## src/rtl/gps_code_capture.sv

```systemverilog
// -----------------------------------------------------------------------------
// gps_code_capture
//
// Captures one snapshot of the upstream GPS code words (C/A, P and L code) on
// every rising edge of l_code_valid and queues it in a small
// first-word-fall-through FIFO. The consumer sees the oldest snapshot on the
// rd_* outputs whenever rd_valid is high and pops it with rd_en.
//
// A capture that arrives while the FIFO is full (and is not relieved by a pop
// in the same cycle) is dropped: the FIFO contents stay as they are, the sticky
// overflow flag is set and drop_count increments, saturating at 255.
//
// Optional feature (compile-time macro GPS_CODE_CAPTURE_TIMESTAMP_EN):
//   A 32-bit free-running cycle counter is added. Every entry also stores the
//   counter value of its capture cycle, presented on rd_timestamp. Without the
//   macro, the counter and the rd_timestamp port do not exist.
//
// Parameters
//   DEPTH          number of FIFO entries (power of two, 2..16)
//   CNT_W          width of the occupancy count (holds 0..DEPTH)
//
// Ports
//   sys_clk        in   1    single clock, rising edge
//   sync_rst_in    in   1    synchronous active-high reset
//   ca_code        in   13   C/A code word from upstream
//   p_code         in   128  P-code word from upstream
//   l_code         in   128  L-code word from upstream
//   l_code_valid   in   1    upstream code-valid level; 0->1 is a capture
//   flush          in   1    empty the FIFO (beats capture and pop)
//   rd_en          in   1    pop the head entry (ignored while empty)
//   clear_overflow in   1    clear overflow and drop_count
//   rd_valid       out  1    FIFO non-empty, head presented on rd_*
//   rd_ca_code     out  13   head C/A code (0 while empty)
//   rd_p_code      out  128  head P-code   (0 while empty)
//   rd_l_code      out  128  head L-code   (0 while empty)
//   count          out  CNT_W number of entries held
//   overflow       out  1    sticky dropped-capture flag
//   drop_count     out  8    saturating count of dropped captures
//   rd_timestamp   out  32   head capture cycle (macro builds only, 0 while empty)
// -----------------------------------------------------------------------------
module gps_code_capture #(
    parameter int DEPTH = 4,
    parameter int CNT_W = $clog2(DEPTH) + 1
) (
    input  logic               sys_clk,
    input  logic               sync_rst_in,
    input  logic [12:0]        ca_code,
    input  logic [127:0]       p_code,
    input  logic [127:0]       l_code,
    input  logic               l_code_valid,
    input  logic               flush,
    input  logic               rd_en,
    input  logic               clear_overflow,
    output logic               rd_valid,
    output logic [12:0]        rd_ca_code,
    output logic [127:0]       rd_p_code,
    output logic [127:0]       rd_l_code,
    output logic [CNT_W-1:0]   count,
    output logic               overflow,
    output logic [7:0]         drop_count
`ifdef GPS_CODE_CAPTURE_TIMESTAMP_EN
    ,
    output logic [31:0]        rd_timestamp
`endif
);

    localparam int PTR_W = (DEPTH > 1) ? $clog2(DEPTH) : 1;
    localparam logic [CNT_W-1:0] FULL_CNT = CNT_W'(DEPTH);
    localparam logic [7:0]       DROP_MAX = 8'hFF;

    // -------------------------------------------------------------------------
    // State
    // -------------------------------------------------------------------------
    logic              valid_q;
    logic [PTR_W-1:0]  wr_ptr;
    logic [PTR_W-1:0]  rd_ptr;

    logic [12:0]       mem_ca [DEPTH];
    logic [127:0]      mem_p  [DEPTH];
    logic [127:0]      mem_l  [DEPTH];

`ifdef GPS_CODE_CAPTURE_TIMESTAMP_EN
    logic [31:0]       cycle_cnt;
    logic [31:0]       mem_ts [DEPTH];
`endif

    // -------------------------------------------------------------------------
    // Event decode
    // -------------------------------------------------------------------------
    logic capture;   // rising edge of l_code_valid
    logic full;
    logic do_pop;    // head entry leaves the FIFO
    logic do_push;   // captured words enter the FIFO
    logic do_drop;   // capture lost because the FIFO is full

    assign capture  = l_code_valid & ~valid_q;
    assign full     = (count == FULL_CNT);
    assign rd_valid = (count != '0);

    // Flush wins over everything in its cycle: the capture it coincides with
    // is discarded outright rather than being treated as a drop.
    assign do_pop  = rd_en & rd_valid & ~flush;
    // A pop in the same cycle frees a slot, so a full FIFO still accepts.
    assign do_push = capture & ~flush & (~full | do_pop);
    assign do_drop = capture & ~flush & full & ~do_pop;

    // -------------------------------------------------------------------------
    // Control state: edge detector, pointers, occupancy, overflow status
    // -------------------------------------------------------------------------
    // NOTE: state registers use non-blocking assignments so every flop samples
    // the pre-edge values of the others, independent of statement order.
    always_ff @(posedge sys_clk) begin
        if (sync_rst_in) begin
            valid_q    <= 1'b0;
            wr_ptr     <= '0;
            rd_ptr     <= '0;
            count      <= '0;
            overflow   <= 1'b0;
            drop_count <= '0;
        end else begin
            // Tracked during flush too, so a held-high level is not recaptured
            // once the flush is over.
            valid_q <= l_code_valid;

            if (flush) begin
                wr_ptr <= '0;
                rd_ptr <= '0;
                count  <= '0;
            end else begin
                // Pointer widths equal log2(DEPTH), so the increment wraps
                // modulo DEPTH on its own.
                if (do_push) begin
                    wr_ptr <= wr_ptr + PTR_W'(1);
                end
                if (do_pop) begin
                    rd_ptr <= rd_ptr + PTR_W'(1);
                end
                if (do_push && !do_pop) begin
                    count <= count + CNT_W'(1);
                end else if (do_pop && !do_push) begin
                    count <= count - CNT_W'(1);
                end
            end

            // A drop in the same cycle as a clear is kept as the first event
            // after the clear, so it is never silently lost.
            if (clear_overflow) begin
                overflow   <= do_drop;
                drop_count <= do_drop ? 8'd1 : 8'd0;
            end else if (do_drop) begin
                overflow <= 1'b1;
                if (drop_count != DROP_MAX) begin
                    drop_count <= drop_count + 8'd1;
                end
            end
        end
    end

    // -------------------------------------------------------------------------
    // Storage
    // -------------------------------------------------------------------------
    // NOTE: the storage array has no reset; an entry is only ever observed
    // after it has been written, and leaving it unreset lets it map to RAM.
    always_ff @(posedge sys_clk) begin
        if (!sync_rst_in && do_push) begin
            mem_ca[wr_ptr] <= ca_code;
            mem_p[wr_ptr]  <= p_code;
            mem_l[wr_ptr]  <= l_code;
`ifdef GPS_CODE_CAPTURE_TIMESTAMP_EN
            mem_ts[wr_ptr] <= cycle_cnt;
`endif
        end
    end

`ifdef GPS_CODE_CAPTURE_TIMESTAMP_EN
    // Free-running cycle counter; wraps 0xFFFFFFFF -> 0 by width.
    always_ff @(posedge sys_clk) begin
        if (sync_rst_in) begin
            cycle_cnt <= '0;
        end else begin
            cycle_cnt <= cycle_cnt + 32'd1;
        end
    end
`endif

    // -------------------------------------------------------------------------
    // Head presentation (first-word-fall-through)
    // -------------------------------------------------------------------------
    // The head is read straight out of storage, so a pushed entry shows up the
    // cycle after its capture and stays put until it is popped. Outputs are
    // forced to zero while empty because the storage itself is never cleared.
    // NOTE: every output gets a default before the conditional assignment so
    // this block stays purely combinational and cannot infer a latch.
    always_comb begin
        rd_ca_code = '0;
        rd_p_code  = '0;
        rd_l_code  = '0;
`ifdef GPS_CODE_CAPTURE_TIMESTAMP_EN
        rd_timestamp = '0;
`endif
        if (rd_valid) begin
            rd_ca_code = mem_ca[rd_ptr];
            rd_p_code  = mem_p[rd_ptr];
            rd_l_code  = mem_l[rd_ptr];
`ifdef GPS_CODE_CAPTURE_TIMESTAMP_EN
            rd_timestamp = mem_ts[rd_ptr];
`endif
        end
    end

endmodule

```

## config.mk

```make
export PLATFORM = sky130hd
export DESIGN_NAME = gps_code_capture
export DESIGN_NICKNAME = d
export VERILOG_FILES = /design/src/rtl/gps_code_capture.sv
export SDC_FILE = /design/constraint.sdc
export NUM_CORES = 1
export LEC_CHECK = 0
export ABC_AREA = 0
export BUFFER_PORTS_ARGS = -buffer_cell sky130_fd_sc_hd__buf_4
export CORE_MARGIN = 2
export CORE_UTILIZATION = 40
export DETAILED_ROUTE_END_ITERATION = 10
export PLACE_DENSITY_LB_ADDON = 0.1
export SLEW_MARGIN = 30
export SYNTH_ARGS = -nofsm -noshare
export SYNTH_HDL_FRONTEND = slang
export SYNTH_SLANG_ARGS = --single-unit
```

## constraint.sdc

```tcl
create_clock -name sys_clk -period 27.5 [get_ports sys_clk]
set_input_delay 4.125 -clock sys_clk [delete_from_list [all_inputs] [get_ports sys_clk]]
set_output_delay 4.125 -clock sys_clk [all_outputs]
set_load 0.1 [all_outputs]
```

---- Yosys cells after proc, flatten, opt, wreduce, memory -nomap -nowiden ----
Memories as Yosys holds them, arrays and structs flattened. A register that Yosys moved wholly into a read port is not among the register bits.
Cells that the tools add are included.
W data, S select, Z words.
cells by class
  $add $sub $neg .......................... 5
  muxes and demuxes ....................... 19
  bitwise logic cells ..................... 12
  reductions and logical operators ........ 12
  eq/ne operators ......................... 2
operators with widths
  cell                   count
  $mux W128              2
  $mux W8                3
  $mux W13               1
  $mux W2                6
  $add A8 B1 Y8 const B  1
  $ne A8 B8 Y1 const B   1
  $and A1 B1 Y1          7
  $mux W3                2
  $reduce_bool A2 Y1     3
  $mux W1                5
  $add A2 B1 Y2 const B  2
  $not A1 Y1             4
  $add A3 B1 Y3 const B  1
  $eq A3 B3 Y1 const B   1
  $logic_and A1 B1 Y1    3
  $logic_not A1 Y1       3
  $reduce_bool A3 Y1     1
  $sub A3 B1 Y3 const B  1
  $reduce_and A2 Y1      1
  $reduce_or A2 Y1       1
  $or A1 B1 Y1           1
word-level totals
  bits of input ports ..................... 275
  bits in writable memories ............... 1076
  memories ................................ 3
  register bits ........................... 17
  output and inout bits ................... 282
  word-level logic and storage cells ...... 59
memory list
  name    words  bits a word  read ports  clocked after memory_dff  write ports  line  source
  mem_l   4      128          1           1                         1            80    logic [127:0] mem_l [DEPTH];
  mem_p   4      128          1           1                         1            79    logic [127:0] mem_p [DEPTH];
  mem_ca  4      13           1           1                         1            78    logic [12:0] mem_ca [DEPTH];

---- Depth between registers and ports, before layout ----
  depth after elaboration ................. 9
  gate-level depth with buffers ........... 10
  depth with buffers taken out ............ 9

---- Worst setup path before layout ----
Ideal clock, no wire load.
  path kind ............................... input to register
  start point ............................. input flush
  end point ............................... memory mem_ca[0][0], enable pin
  arrival ................................. 10.878 ns
  setup slack ............................. 15.956 ns
  stages .................................. 4
  data required time ...................... 26.834 ns
  library setup time ...................... 0.666 ns
  buffers on the path ..................... 0
  path through ............................ nor3b_4 > nand2b_1 > nor2_1 > and2_1
between the ends
  cells in the longest elaborated chain, start to end .. 7
  elaborated cells between the ends (all ways) .. 8
  those cells by class .................... 2 x mux; 5 x bitwise; 1 x reduce/logical
ends and longest elaborated chain
  what                               line      source
  start, declared                    51        input logic flush,
  $not A1 Y1 (*)                     102, 104
  $and A1 B1 Y1                      102       assign do_pop = rd_en & rd_valid & ~flush;
  $or A1 B1 Y1                       104       assign do_push = capture & ~flush & (~full | do_pop);
  $and A1 B1 Y1 (*)                  104
  $logic_and A1 B1 Y1 (*)            165       if (!sync_rst_in && do_push) begin
  $mux W1 (*)                        165
  $mux W1 (implied by the code) (*)  166       mem_ca[wr_ptr] <= ca_code;
  end, declared                      78
Mark *: on every way between the ends. The rest lies on a longest branch, timed or not.

==> summary.txt <==
GRT
  – Largest net degree at the start of global routing: 116
  – Vias in the first global route: 21100
  – Gr usage total: around 18%
  – Antenna violations before repair: 16
  – First-pass GRT wire length: 139000 um
  – Grt total ovfl: 0

Setup path
  – Setup crit start kind: flip-flop
  – CP endpoint kind: output port
  – Worst reg2reg path endpoint: mem_l[1][39]
  – Critical Path RT: 23370 ps
  – R2R setup slack: approximately 24000 ps
  – Worst-case reg-to-reg path depth: 5
  – Max FO, Critical Path: 47
  – Critical R2R Launch: valid_q
  – WS Path Type: reg -> out
  – Crit path DAT: about 4000 ps

Routing
  – Final WL: roughly 94000 um
  – DR iter-0 viols: 1280
  – DRC: 0
  – WL/cell: 24.2 um
  – Via density: 5.05
  – Pre-Repair DR Iteration Count: 4
  – Metal3 WL: 7520 um
  – Highest metal used: met5
  – Vias post-DR: 19700
  – Antenna viol nets, final: 0
  – Metal-1 WL: 36400 um
  – Met2 routed WL: 48100 um

Clock network
  – # resized after CTS: 0
  – Clock slew at reported path FFs: ~60 ps
  – Num CTS Buffers: 112
  – Clk_lat worst skew: 680 ps
  – CTS H-Tree Depth: 3
  – Root Driver: clkbuf_16
  – Post-CTS setup buffer count: 0
  – Cts hold-fix bufs: 0
  – CTS tree: yes
  – CTS max path bufs: 3
  – CTS sink count: around 1100

Power and ir drop
  – Pwr Density: between 70 and 80 nW/um2
  – Lkg Pwr: around 0.017 uW
  – Logic pwr share: about a tenth
  – Switching Share: approximately a quarter
  – Power share of the sequential group: between 40% and 50%
  – Internal cell power: approximately 2800 uW
  – Peak VDD IR: between 0.00005 and 0.00006 V
  – Psw: about 900 uW
  – Clock share of power: approximately two fifths

Synthesis
  – Cell area after synthesis: between 40000 and 50000 um2
  – Syn. warnings: 0
  – Yosys reg bits: 1095
  – Synth Area in Compound Gates: less than 1%
  – Syn nets: 2087
  – Xor/xnor share of the synthesized area: less than 1%
  – Sequential fraction of the synthesis area: between 70 and 80%
  – Largest family of logic cells by synthesized area: multiplexers
  – Synth Instances: about 1800
  – Synth Area in Adders: less than 1%
  – Synth Area in Simple Gates: under 10%
  – Netlist cell types: 36
  – Synthesized area per cell: roughly 23 um2
  – Mux contribution to synthesized area: 14.7%

Die
  – Core area: between 100000 and 150000 um2
  – Initial core utilization: between 40 and 50%
  – Num ports: roughly 560
  – Die Wd: approximately 330 um
  – Row count: between 100 and 150
  – Die area: between 100000 and 150000 um2
  – DIE HEIGHT: 326 um

Final layout
  – Layout area overhead: 22.9%
  – # fillers: 8545
  – Non-filler cells, final: between 3000 and 4000
  – Layout Cell Area excl Fill: a little over 50000 um2
  – Share of cells above drive strength 1: roughly two fifths
  – Nets: ~2700

STA
  – Crit path time final: between 8000 and 9000 ps
  – Max Fclk: roughly 120 MHz
  – Endpoints failing hold: 0
  – Max-slew headroom: 26.5%
  – Max-slew violation count: 0
  – TNS Setup: 0 ps
  – Worst hold slack: roughly 500 ps
  – Unrepaired setup endpoints after global routing: false
  – Actual slew at the worst max-slew pin: between 1000 and 1500 ps
  – Final setup vio count: 0
  – Final worst path period share: 29.5%
  – Clk_skew: 21.8 ps

Flow run
  – Max Cap Violations: 0

Placed design
  – HPWL after DPL: around 57000 um
  – Port Buf Inserts: between 500 and 600
  – Post-DP Area: about 47000 um2
  – Placed instance count: approximately 3700
  – Gp weighted congestion: ~0.75

Hold path
  – WHS Path Cells: 2
  – Hold_sp: overflow
  – Class of the worst hold path: reg -> reg
  – Worst Hold End: overflow

Status
  – Status: complete, no violations
[stage by stage]
step | worst slack (ps) | power, uW | utilization, %
2_1_floorplan | 15960 | 2140 | -
3_3_place_gp | 19620 | 2250 | 45.8
5_1_grt | 18980 | 3840 | 49.4
4_1_cts | 19060 | 3760 | 49.3
3_5_place_dp | 19820 | 2260 | 45.8
6_report | 19380 | 3710 | 49.4
[state kept, by name, summed over array words and instances (netlist names), named ones only]
name and flops:
count 3, drop_count 8, mem_ca 52, mem_l 512, mem_p 512, overflow 1, rd_ptr 2, valid_q 1
wr_ptr 2
[cell usage after synthesis (all sizes together)]
cell	number	area, um2
mux4	269	6060
mux2i	2	20.0
o31ai	1	7.51
dfxtp	19	380
clkbuf	39	146
xor2	6	52.6
edfxtp	1076	32300
or4	1	7.51
ha	6	75.1
and3	1	6.26
inv	5	18.8
nand2	6	22.5
a21oi	8	40.0
o21ai	4	20.0
o2111ai	2	23.8
nor2	10	37.5
fa	1	20.0
nand2b	2	12.5
buf	53	273
o21bai	1	7.51
and2	273	1710
a21o	1	7.51
or3	5	31.3
xnor2	1	8.76
nand4	1	6.26
or2	3	18.8
nor2b	1	6.26
nor3b	1	18.8
nand3	5	25.0
nor4b	1	23.8
o211ai	1	21.3
[per-layer routing]
metal	GRT usage (%)	up-vias
li1	-	8630
met1	21.6	10400
met2	29.6	523
met3	5.94	131
met4	5.32	20
met5	0	-
[cell type report]
| type | count | area [um2] | share of cell area [%] |
|---|---|---|---|
| Multi-Input combinational cell | 613 | 8300 | 16.3 |
| Antenna cell | 5 | 12.5 | 0.0246 |
| Sequential cell | 1095 | 32700 | 64.2 |
| Tap cell | 1380 | 1730 | 3.39 |
| Inverter | 5 | 18.8 | 0.0369 |
| Clock inverter | 70 | 664 | 1.31 |
| Clock buffer | 140 | 2990 | 5.88 |
| Timing Repair Buffer | 585 | 4480 | 8.81 |
[worst max-delay path by stage]
stage,end,slack (ps)
global route,rd_p_code[14],18980
CTS,rd_l_code[106],19060
floorplan,mem_ca[0][0],15960
global placement,rd_l_code[15],19620
detailed placement,rd_l_code[106],19820
finish,rd_p_code[14],19380
[cells by family (layout without fill, tap and decap cells)]
family / Yosys count / after routing
compound gates: 18 / 18
xor+xnor: 7 / 7
fa+ha+maj: 7 / 7
buf+inv: 97 / 800
flops: 1095 / 1095
mux: 271 / 271
other cells: 0 / 5
simple gates: 310 / 310
[power by group through the flow]
stage / Clock, uW / Sequential (uW) / Combinational [uW]
floorplan: 0 / 1890 / 254
CTS: 1540 / 1850 / 373
finish: 1500 / 1850 / 367
detailed placement: 0 / 1890 / 372
global placement: 0 / 1890 / 368
global route: 1600 / 1850 / 383
[cell usage in the layout, fill, tap and decap left out, types with 2 or more instances in the layout]
master / n
clkinv_2: 25
buf_6: 7
and2_4: 4
clkinvlp_4: 3
nor2_1: 10
inv_1: 4
buf_4: 574
clkinv_1: 27
nand2_1: 6
edfxtp_1: 1076
xor2_1: 6
clkbuf_16: 116
bufinv_16: 13
mux4_2: 269
buf_16: 2
or2_2: 2
nand3_1: 5
or3_1: 4
and2_1: 269
ha_1: 6
nand2b_1: 2
dfxtp_4: 2
a21oi_1: 8
o21ai_0: 4
diode_2: 5
buf_12: 2
mux2i_1: 2
clkbuf_1: 24
dfxtp_1: 17
[critical path: stages (launching register included)]
cell	delay, ps
dfxtp_4	740
buf_6	620
buf_4	770
mux4_2	600
and2_1	190
buf_4	240
Note: power is estimated with default switching activity, not from simulation.
